--- src/rtl/raster_scanner.sv ---
// raster_scanner: per-frame raster x/y/address generator with paced pixel strobe and framebuffer bus req/gnt.
// Optional RASTER_OVERRUN_EN: counts start requests dropped while busy (otherwise overrun_cnt is tied 0).
module raster_scanner #(
    parameter int H_RES   = 320,
    parameter int V_RES   = 240,
    parameter int PIX_DIV = 4,
    parameter int ADDR_W  = 17
) (
    input  logic              clk,
    input  logic              rst,
    input  logic              start,
    input  logic              bus_gnt,
    output logic              bus_req,
    output logic [8:0]        x,
    output logic [8:0]        y,
    output logic [ADDR_W-1:0] addr,
    output logic              pix_valid,
    output logic              busy,
    output logic              frame_done,
    output logic [7:0]        overrun_cnt
);

    localparam int                DIV_W   = $clog2(PIX_DIV);
    localparam logic [DIV_W-1:0]  DIV_PRE = DIV_W'(PIX_DIV - 2);
    localparam logic [8:0]        X_LAST  = 9'(H_RES - 1);
    localparam logic [8:0]        Y_LAST  = 9'(V_RES - 1);

    typedef enum logic [2:0] {S_IDLE, S_REQ, S_SCAN, S_HOLD, S_DONE} state_t;

    state_t            r_state;
    logic [DIV_W-1:0]  r_div;
    logic [8:0]        r_x;
    logic [8:0]        r_y;
    logic [ADDR_W-1:0] r_addr;
    logic              r_bus_req;
    logic              r_pix_valid;
    logic              r_busy;
    logic              r_frame_done;
    logic              w_last;

    assign w_last = (r_x == X_LAST) && (r_y == Y_LAST);

    always_ff @(posedge clk or posedge rst) begin
        if (rst) begin
            r_state      <= S_IDLE;
            r_div        <= '0;
            r_x          <= '0;
            r_y          <= '0;
            r_addr       <= '0;
            r_bus_req    <= 1'b0;
            r_pix_valid  <= 1'b0;
            r_busy       <= 1'b0;
            r_frame_done <= 1'b0;
        end else begin
            r_pix_valid  <= 1'b0;
            r_frame_done <= 1'b0;
            case (r_state)
                S_IDLE: begin
                    if (start) begin
                        r_state   <= S_REQ;
                        r_div     <= '0;
                        r_x       <= '0;
                        r_y       <= '0;
                        r_addr    <= '0;
                        r_bus_req <= 1'b1;
                        r_busy    <= 1'b1;
                    end
                end
                S_REQ: begin
                    if (bus_gnt) begin
                        r_state <= S_SCAN;
                        r_div   <= '0;
                    end
                end
                S_SCAN: begin
                    if (r_pix_valid && w_last) begin
                        r_state      <= S_DONE;
                        r_div        <= '0;
                        r_bus_req    <= 1'b0;
                        r_frame_done <= 1'b1;
                    end else begin
                        // A strobe coinciding with grant loss still retires its pixel.
                        if (r_pix_valid) begin
                            r_addr <= r_addr + ADDR_W'(1);
                            if (r_x == X_LAST) begin
                                r_x <= '0;
                                r_y <= r_y + 9'd1;
                            end else begin
                                r_x <= r_x + 9'd1;
                            end
                        end
                        if (!bus_gnt) begin
                            r_state <= S_HOLD;
                            r_div   <= '0;
                        end else begin
                            r_div       <= r_pix_valid ? '0 : r_div + DIV_W'(1);
                            r_pix_valid <= !r_pix_valid && (r_div == DIV_PRE);
                        end
                    end
                end
                S_HOLD: begin
                    if (bus_gnt) begin
                        r_state <= S_SCAN;
                    end
                end
                S_DONE: begin
                    r_state <= S_IDLE;
                    r_busy  <= 1'b0;
                end
                default: begin
                    r_state   <= S_IDLE;
                    r_bus_req <= 1'b0;
                    r_busy    <= 1'b0;
                end
            endcase
        end
    end

    assign bus_req    = r_bus_req;
    assign x          = r_x;
    assign y          = r_y;
    assign addr       = r_addr;
    assign pix_valid  = r_pix_valid;
    assign busy       = r_busy;
    assign frame_done = r_frame_done;

`ifdef RASTER_OVERRUN_EN
    logic [7:0] r_overrun_cnt;

    always_ff @(posedge clk or posedge rst) begin
        if (rst) begin
            r_overrun_cnt <= '0;
        end else if (start && r_busy && (r_overrun_cnt != 8'hFF)) begin
            r_overrun_cnt <= r_overrun_cnt + 8'd1;
        end
    end

    assign overrun_cnt = r_overrun_cnt;
`else
    assign overrun_cnt = 8'd0;
`endif

endmodule
--- config.mk ---
export PLATFORM = sky130hd
export DESIGN_NAME = raster_scanner
export DESIGN_NICKNAME = d
export VERILOG_FILES = /design/src/rtl/raster_scanner.sv
export SDC_FILE = /design/constraint.sdc
export NUM_CORES = 1
export LEC_CHECK = 0
export CAP_MARGIN = 25
export CORE_MARGIN = 1.5
export CORE_UTILIZATION = 25
export DETAILED_ROUTE_END_ITERATION = 8
export HOLD_SLACK_MARGIN = 0.15
export MAX_ROUTING_LAYER = met4
export SLEW_MARGIN = 20
export SYNTH_ARGS = -nofsm -noshare
export SYNTH_HDL_FRONTEND = slang
export SYNTH_SLANG_ARGS = --single-unit
--- constraint.sdc ---
create_clock -name clk -period 2.1 [get_ports clk]
set_input_delay 0.42 -clock clk [delete_from_list [all_inputs] [get_ports clk]]
set_output_delay 0.42 -clock clk [all_outputs]
set_load 0.03 [all_outputs]
* After elaboration in Yosys (flattened, before gate mapping)
Index checks and enable logic that the tools add are counted.
W data, S select, Z words.
** Word-level totals
- Bits in registers :: 44
- Input port bits :: 4
- Output and inout port bits :: 47
** Operators by class
- Add/subtract/negate cells :: 4
- Equality and inequality tests :: 15
- Mux-type cells :: 33
- Bitwise operators :: 2
- Reduce and logical (&&, ||, !) cells :: 16
** Operators with widths (number)
- $mux W9 :: 7
- $mux W17 :: 3
- $pmux W9 S2 :: 2
- $pmux W17 S2 :: 1
- $add A9 B1 Y9 const B :: 2
- $add A17 B1 Y17 const B :: 1
- $mux W3 :: 4
- $ne A2 B2 Y1 const B :: 6
- $mux W2 :: 5
- $eq A9 B8 Y1 const B :: 1
- $eq A9 B9 Y1 const B :: 1
- $pmux W3 S3 :: 1
- $reduce_and A3 Y1 :: 3
- $mux W1 :: 7
- $eq A3 B2 Y1 const B :: 2
- $pmux W2 S3 :: 1
- $reduce_or A3 Y1 :: 2
- $reduce_and A5 Y1 :: 1
- $reduce_and A4 Y1 :: 1
- $eq A3 B1 Y1 const B :: 1
- $eq A3 B3 Y1 const B :: 1
- $logic_and A1 B1 Y1 :: 3
- $logic_not A3 Y1 :: 1
- $ne A3 B3 Y1 const B :: 1
- 11 further kinds :: 12

* Depth between registers and ports, before layout
Gate-level depths: netlist of the first run.
- Depth after elaboration :: 5
- Depth in mapped cells :: 9
- Gate-level depth less buffers :: 6

* Worst setup path before layout of the first run
No wires, ideal clock.
- Path kind :: register -> register
- Start point :: reg r_y[0], in the netlist y[0]
- End point :: reg r_addr[16], in the netlist addr[16]
- Library setup time :: 69 ps
- Arrival time :: 2224 ps
- Required time :: 2031 ps
- Path slack :: -193 ps
- Stages on the path, launching flop included :: 9
- Path buffers :: 2
- Period minus slack after synthesis :: 2293 ps
- Cell sequence :: dfrtp_1 > ha_1 > and4_1 > clkbuf_1 > nor2b_1 > a31o_1 > clkbuf_1 > or4b_1 > nand3_1
** Between the ends
- Longest elaborated chain between the ends :: 5
** Ends and longest elaborated chain
- from (decl) :: line 33 : logic [8:0] r_y;
- from (signal assigned) :: line 87 : r_y <= r_y + 9'd1;
- $eq A9 B8 Y1 :: line 41 : assign w_last = (r_x == X_LAST) && (r_y == Y_LAST);
- $logic_and A1 B1 Y1 :: line 41
- $logic_and A1 B1 Y1 :: line 76 : if (r_pix_valid && w_last) begin
- $ne A2 B2 Y1 (no source line)
- $reduce_and A4 Y1 (no source line)
- to (signal assigned) :: line 84 : r_addr <= r_addr + ADDR_W'(1);
- to (decl) :: line 34 : logic [ADDR_W-1:0] r_addr;
Every way passes these cells.
A chain may end at the register's enable or synchronous reset.

* Final worst setup path of the first run
- Start point :: reg r_x[0], in the netlist x[0]
- End point :: reg r_y[2], in the netlist y[2]
** Between the ends
- Longest elaborated chain between the ends :: 5
- Elaborated cells on any way between the ends :: 6
- Those cells by class :: eq/ne (3); reduce/logical (3)
** Ends and longest elaborated chain
- from (decl) :: line 32 : logic [8:0] r_x;
- from (signal assigned) :: line 89 : r_x <= r_x + 9'd1;
- $eq A9 B9 Y1 (*) :: line 41, 85
- $logic_and A1 B1 Y1 :: line 41
- $logic_and A1 B1 Y1 :: line 76
- $ne A2 B2 Y1 (no source line)
- $reduce_and A5 Y1 (no source line) (*)
Mark *: on every way between the ends. The rest lies on a longest branch, timed or not.

==> results of run 1 <==
-- where the power goes --
group          switching [mW]  internal (mW)
clock                   0.296          0.420
combinational           0.700          0.490
sequential              0.224           1.01
-- area by class of cell --
type | count | area (sq um) | area share, %
multi-input cells | 210 | 1250 | 37.6
flip-flops and latches | 44 | 1110 | 33.4
repair buffers | 69 | 636 | 19.1
well taps | 129 | 161 | 4.86
clock buffers | 7 | 96.3 | 2.90
inverters | 11 | 41.3 | 1.24
clock inverters | 1 | 30.0 | 0.905
-- flip-flops by register name (all words and copies together) (netlist names) --
register,cells
r_div,2
addr,17
frame_done,1
busy,1
bus_req,1
pix_valid,1
y,9
r_state,3
x,9
-- critical path, delay by kind of cell (launching register included) --
kind / cells / cell delay (ns)
AOI/OAI and AO/OA: 2 / 0.33
adders and majority gates: 1 / 0.16
DFF: 1 / 0.42
muxes: 1 / 0.27
and+or+nand+nor: 2 / 0.65
-- worst max path at each step --
stage / slack (ns) / depth (start not counted) / to
after floorplan: -0.0002 / 8 / addr[16]
after global placement: 0.05 / 6 / addr[16]
after detailed placement: 0.05 / 6 / addr[16]
after CTS: 0.09 / 7 / addr[10]
after global routing: 0.03 / 7 / y[4]
final: 0.15 / 6 / y[2]
-- cells in the mapped netlist (5+ instances only) --
library cell / number / area (sq um)
inv_1: 11 / 41.3
clkbuf_1: 7 / 26.3
o31ai_1: 13 / 97.6
o21ai_1: 8 / 40.0
and3_1: 5 / 31.3
a31oi_1: 9 / 56.3
a21oi_1: 11 / 55.1
nor3_1: 6 / 30.0
nand2_1: 23 / 86.3
nand3_1: 19 / 95.1
nor2_1: 28 / 105
and2_1: 5 / 31.3
buf_4: 8 / 60.1
o21ai_0: 28 / 140
dfrtp_1: 44 / 1100
-- through the flow --
step / utilization (%) / cell area, sq um / instances / power (mW) / hold slack, ns
6_report: 35.4 / 3320 / 471 / 3.14 / 0.456
2_1_floorplan: - / 2520 / 284 / 1.94 / 0.440
3_5_place_dp: 34.0 / 3190 / 463 / 2.46 / 0.464
4_1_cts: 35.4 / 3320 / 471 / 3.18 / 0.467
5_1_grt: 35.4 / 3320 / 471 / 3.34 / 0.496
3_3_place_gp: 34.0 / 3190 / 463 / 2.42 / 0.454
-- cell families after synthesis --
kind of cell               Yosys count
and+or+nand+nor                    107
buffers and inverters               30
adders and majority gates            4
AOI/OAI and AO/OA                   88
DFF                                 44
other                                1
muxes                                3
-- routing by layer --
metal	global-route usage [%]	share of wire (%)
met3	2.46	3.9
met4	3.48	0.69
met1	17.4	47
met5	-	0
met2	21.7	48
==> impl_metrics.toml, run 1 <==
[status]
status = "completed"

[cts]
path_clk_slew_ns = 0.09
cts_setup_buffers = 0
clkLatencyLatePin_ns = 0.30
cts-htree-levels = 2
clk_path_buf_depth = 2
clock-root-buffer = "clkbuf_8"
ctsHoldBuffers = 0
ctsResizeCount = 0
clock_sinks = 44
cts_tree = "built"
cts_buffers = 5

[layout]
fin_nets = 349
drive_gt1_share_pct = 14.9
insertedDiodeCount = 0
layout_common_cells = "clkdlybuf4s50_1 (42), dfrtp_1 (39), nor2_1 (28), o21ai_0 (28), buf_4 (26)"
final_common_cell = "clkdlybuf4s50_1"
fill_cells = 998
syn2layout_area_growth_pct = 35.9

[synthesis]
synth_ff_type = "dfrtp_1"
async_reset_ff_share_pct = 100
synth_edf_count = 0
synthCells = 277
ys_ff_latch = 44
synth_mux_area_share_pct = 1.38
seq_area_frac_synth_pct = 45.1
avgSynthCellArea_sq_um = 8.82
synth-simple-area-share_pct = 22.2
synth_top_family_by_area = "compound AO/OA/AOI/OAI gates"
synth_compound_area_share_pct = 22.8
synth-adder-area-share_pct = 2.05
yosys_warnings = 0
yosysUniqueCellTypes = 43
synth_area_sq_mm = 0.00244
synth_xor_area_share_pct = 0

[floorplan]
initial_core_util_pct = 26.1
die_x_microns = 102
ios = 51
rows = 35
fp.dieArea_sq_mm = 0.0104
die_y_microns = 102
coreArea_sq_mm = 0.00937

[critical_path]
crit_path_top_delay_cell = "or4b_1"
path_class = "reg -> reg"
r2r_end = "y[2]"
cp-end-kind = "register"
reg2reg_setup_slack_ns = 0.15
cp_cell_sequence = "ha_4 > nand3_2 > or4b_1 > a21boi_4 > o21bai_1 > mux2_2"
critical_path.max_fanout = 5
slowest_delay_ns = 0.54
r2r_start = "x[0]"
crit_required_ns = 2.29
startpoint_type = "register"
critical_path_arrival_ns = 2.14
ff2ff_path_depth = 6
crit_path_start = "x[0]"

[global_route]
grt_antenna_before_repair = 0
grt_pass1_wl_microns = 10700
overflow = 0
grt_pass1_vias = 2205
grt_util_all_layers_pct = 13.4
grt_max_degree = 45

[timing]
rsz0062_at_grt = "no"
min_period_ns = 1.95
final-hold-violation-count = 0
skew_ns = 0.0114
final_max_slew_viol_count = 0
setup_slack_ns = 0.150
setup_violations = 0
period_share_pct = 92.9
fmax_mhz = 513
setup-tns-final_ns = 0

[drt]
drt_wl_total_microns = 6350
via_count = 2307
first_pass_iters = 4
ant_nets = 0
routedWlPerCell_microns = 13.5
routed_via_density = 4.90
drt_iter0_drc = 136
drc = 0

[power]
power_density_mw_per_mm2 = 946
peakVddDrop_mv = 0.327
p_leak_nw = 1.34

[placement]
portBuffers = 42
gp_congestion = 0.808
dp_slack_ns = 0.0450
place_hpwl_microns = 4590

[flow_run]
maxCapViolCount = 0

[min_path]
hold_class = "in -> async"
No activity file was read; power rests on OpenSTA's default activity.
==> run 2, diff against run 1 <==
clock period = 1.8 ns   (was 2.1 ns; I/O delays follow)
==> impl_metrics.toml, run 2 (same netlist as run 1, synthesis figures left out) <==
[status]
status = "finished, violations left"
violations = "setup timing"

[timing]
setup-tns-final_ns = -0.439
skew_ns = 0.00964
setup_violations = 9
setup_slack_ns = -0.123
final_max_slew_viol_count = 0
rsz0062_at_grt = "yes"
final-hold-violation-count = 0
min_period_ns = 1.92
period_share_pct = 107
fmax_mhz = 520
whs_ns = 0.320

[floorplan]
ios = 51
die_y_microns = 102
initial_core_util_pct = 26.1
die_x_microns = 102
rows = 35
fp.dieArea_sq_mm = 0.0104
coreArea_sq_mm = 0.00937

[drt]
ant_nets = 0
drt_wl_total_microns = 7180
drt_iter0_drc = 143
routed_via_density = 4.87
first_pass_iters = 4
drc = 0
via_count = 2462
routedWlPerCell_microns = 14.2

[global_route]
grt_pass1_wl_microns = 11600
overflow = 0
grt_max_degree = 35
grt_pass1_vias = 2396
grt_util_all_layers_pct = 14.5
grt_antenna_before_repair = 0

[cts]
clk_path_buf_depth = 2
cts-htree-levels = 2
clkLatencyLatePin_ns = 0.30
clock_sinks = 44
cts_tree = "built"
path_clk_slew_ns = 0.09
cts_buffers = 5
clock-root-buffer = "clkbuf_8"
ctsHoldBuffers = 0

[layout]
fin_nets = 384
largest_reg_flops = 17
insertedDiodeCount = 0
syn2layout_area_growth_pct = 52.3
fin_area_sq_mm = 0.00372
final_common_cell = "buf_4"
fin_util_pct = 39.7
fill_cells = 959
layoutNonFillerInstCount = 506
drive_gt1_share_pct = 28.6
layout_common_cells = "buf_4 (56), dfrtp_1 (37), dlygate4sd2_1 (28)"

[power]
power_density_mw_per_mm2 = 958
p_leak_nw = 1.55
total_power_mw = 3.56
peakVddDrop_mv = 0.464

[critical_path]
critical_path.max_fanout = 4
crit_required_ns = 1.99
startpoint_type = "register"
cp-end-kind = "register"
path_class = "reg -> reg"
critical_path_arrival_ns = 2.12

[placement]
post-place-cells = 494
post_dp_cell_area_sq_mm = 0.00346
portBuffers = 42
dp_slack_ns = -0.216
gp_congestion = 0.858
place_hpwl_microns = 5040

[flow_run]
maxCapViolCount = 0

[min_path]
hold_class = "in -> async"
==> run 2: cell count changes in the layout (fill, tap and decap cells not counted), moves of 3 or more <==
cell	delta
buf_4	+30
buf_6	+3
clkdlybuf4s50_1	-31
dlygate4sd2_1	+28
dlymetal6s2s_1	+3
o21ai_0	-6
==> run 2: final timing paths <==
kind / from / end / slack (ns) / depth (start not counted)
hold / removal: rst / addr[6] / 0.32 / 2
max in group asynchronous: rst / x[5] / 0.96 / 3
setup / recovery: r_state[0] / y[2] / -0.12 / 5
hold reg to reg: r_div[0] / r_div[0] / 0.47 / 1
setup reg to reg: r_state[0] / y[2] / -0.12 / 5
min in group clk: r_div[0] / r_div[0] / 0.47 / 1
==> run 2: final cells by class <==
class / instances / area (sq um) / share of cell area (%)
Timing Repair Buffer: 104 / 902 / 24.3
Sequential cell: 44 / 1110 / 29.8
Multi-Input combinational cell: 210 / 1410 / 38.0
Clock buffer: 6 / 82.6 / 2.22
Inverter: 11 / 41.3 / 1.11
Tap cell: 129 / 161 / 4.34
Clock inverter: 2 / 10.0 / 0.269
==> run 2: worst max-delay path: stages (launching register included) <==
cell and delay, ns:
dfrtp_1 0.38, and4bb_1 0.32, or4b_4 0.50, a21boi_4 0.18
o21bai_4 0.17, mux2_4 0.27
==> run 2: per-layer routing <==
metal  track usage, %  vias to the layer above  share of wire, %
met5                -                        -                 0
met4             4.00                        0               1.2
met3             3.15                        9               4.1
met2             22.9                       58                48
met1             18.7                     1200                46
li1                 -                     1195                 -
==> run 2: power by group <==
group	leakage (nW)	internal [mW]	switching, mW	total (mW)
sequential	0.478	1.18	0.224	1.41
clock	0.0510	0.307	0.357	0.664
combinational	1.02	0.585	0.909	1.49
total	1.55	2.07	1.49	3.56
==> run 2: timing repair <==
action | in CTS | in global routing
resized for setup | 46 | 21
pin swaps | 9 | 9
hold endpoints to repair | 0 | 0
endpoints found under the setup margin | 56 | 25
buffers inserted | 3 | 2
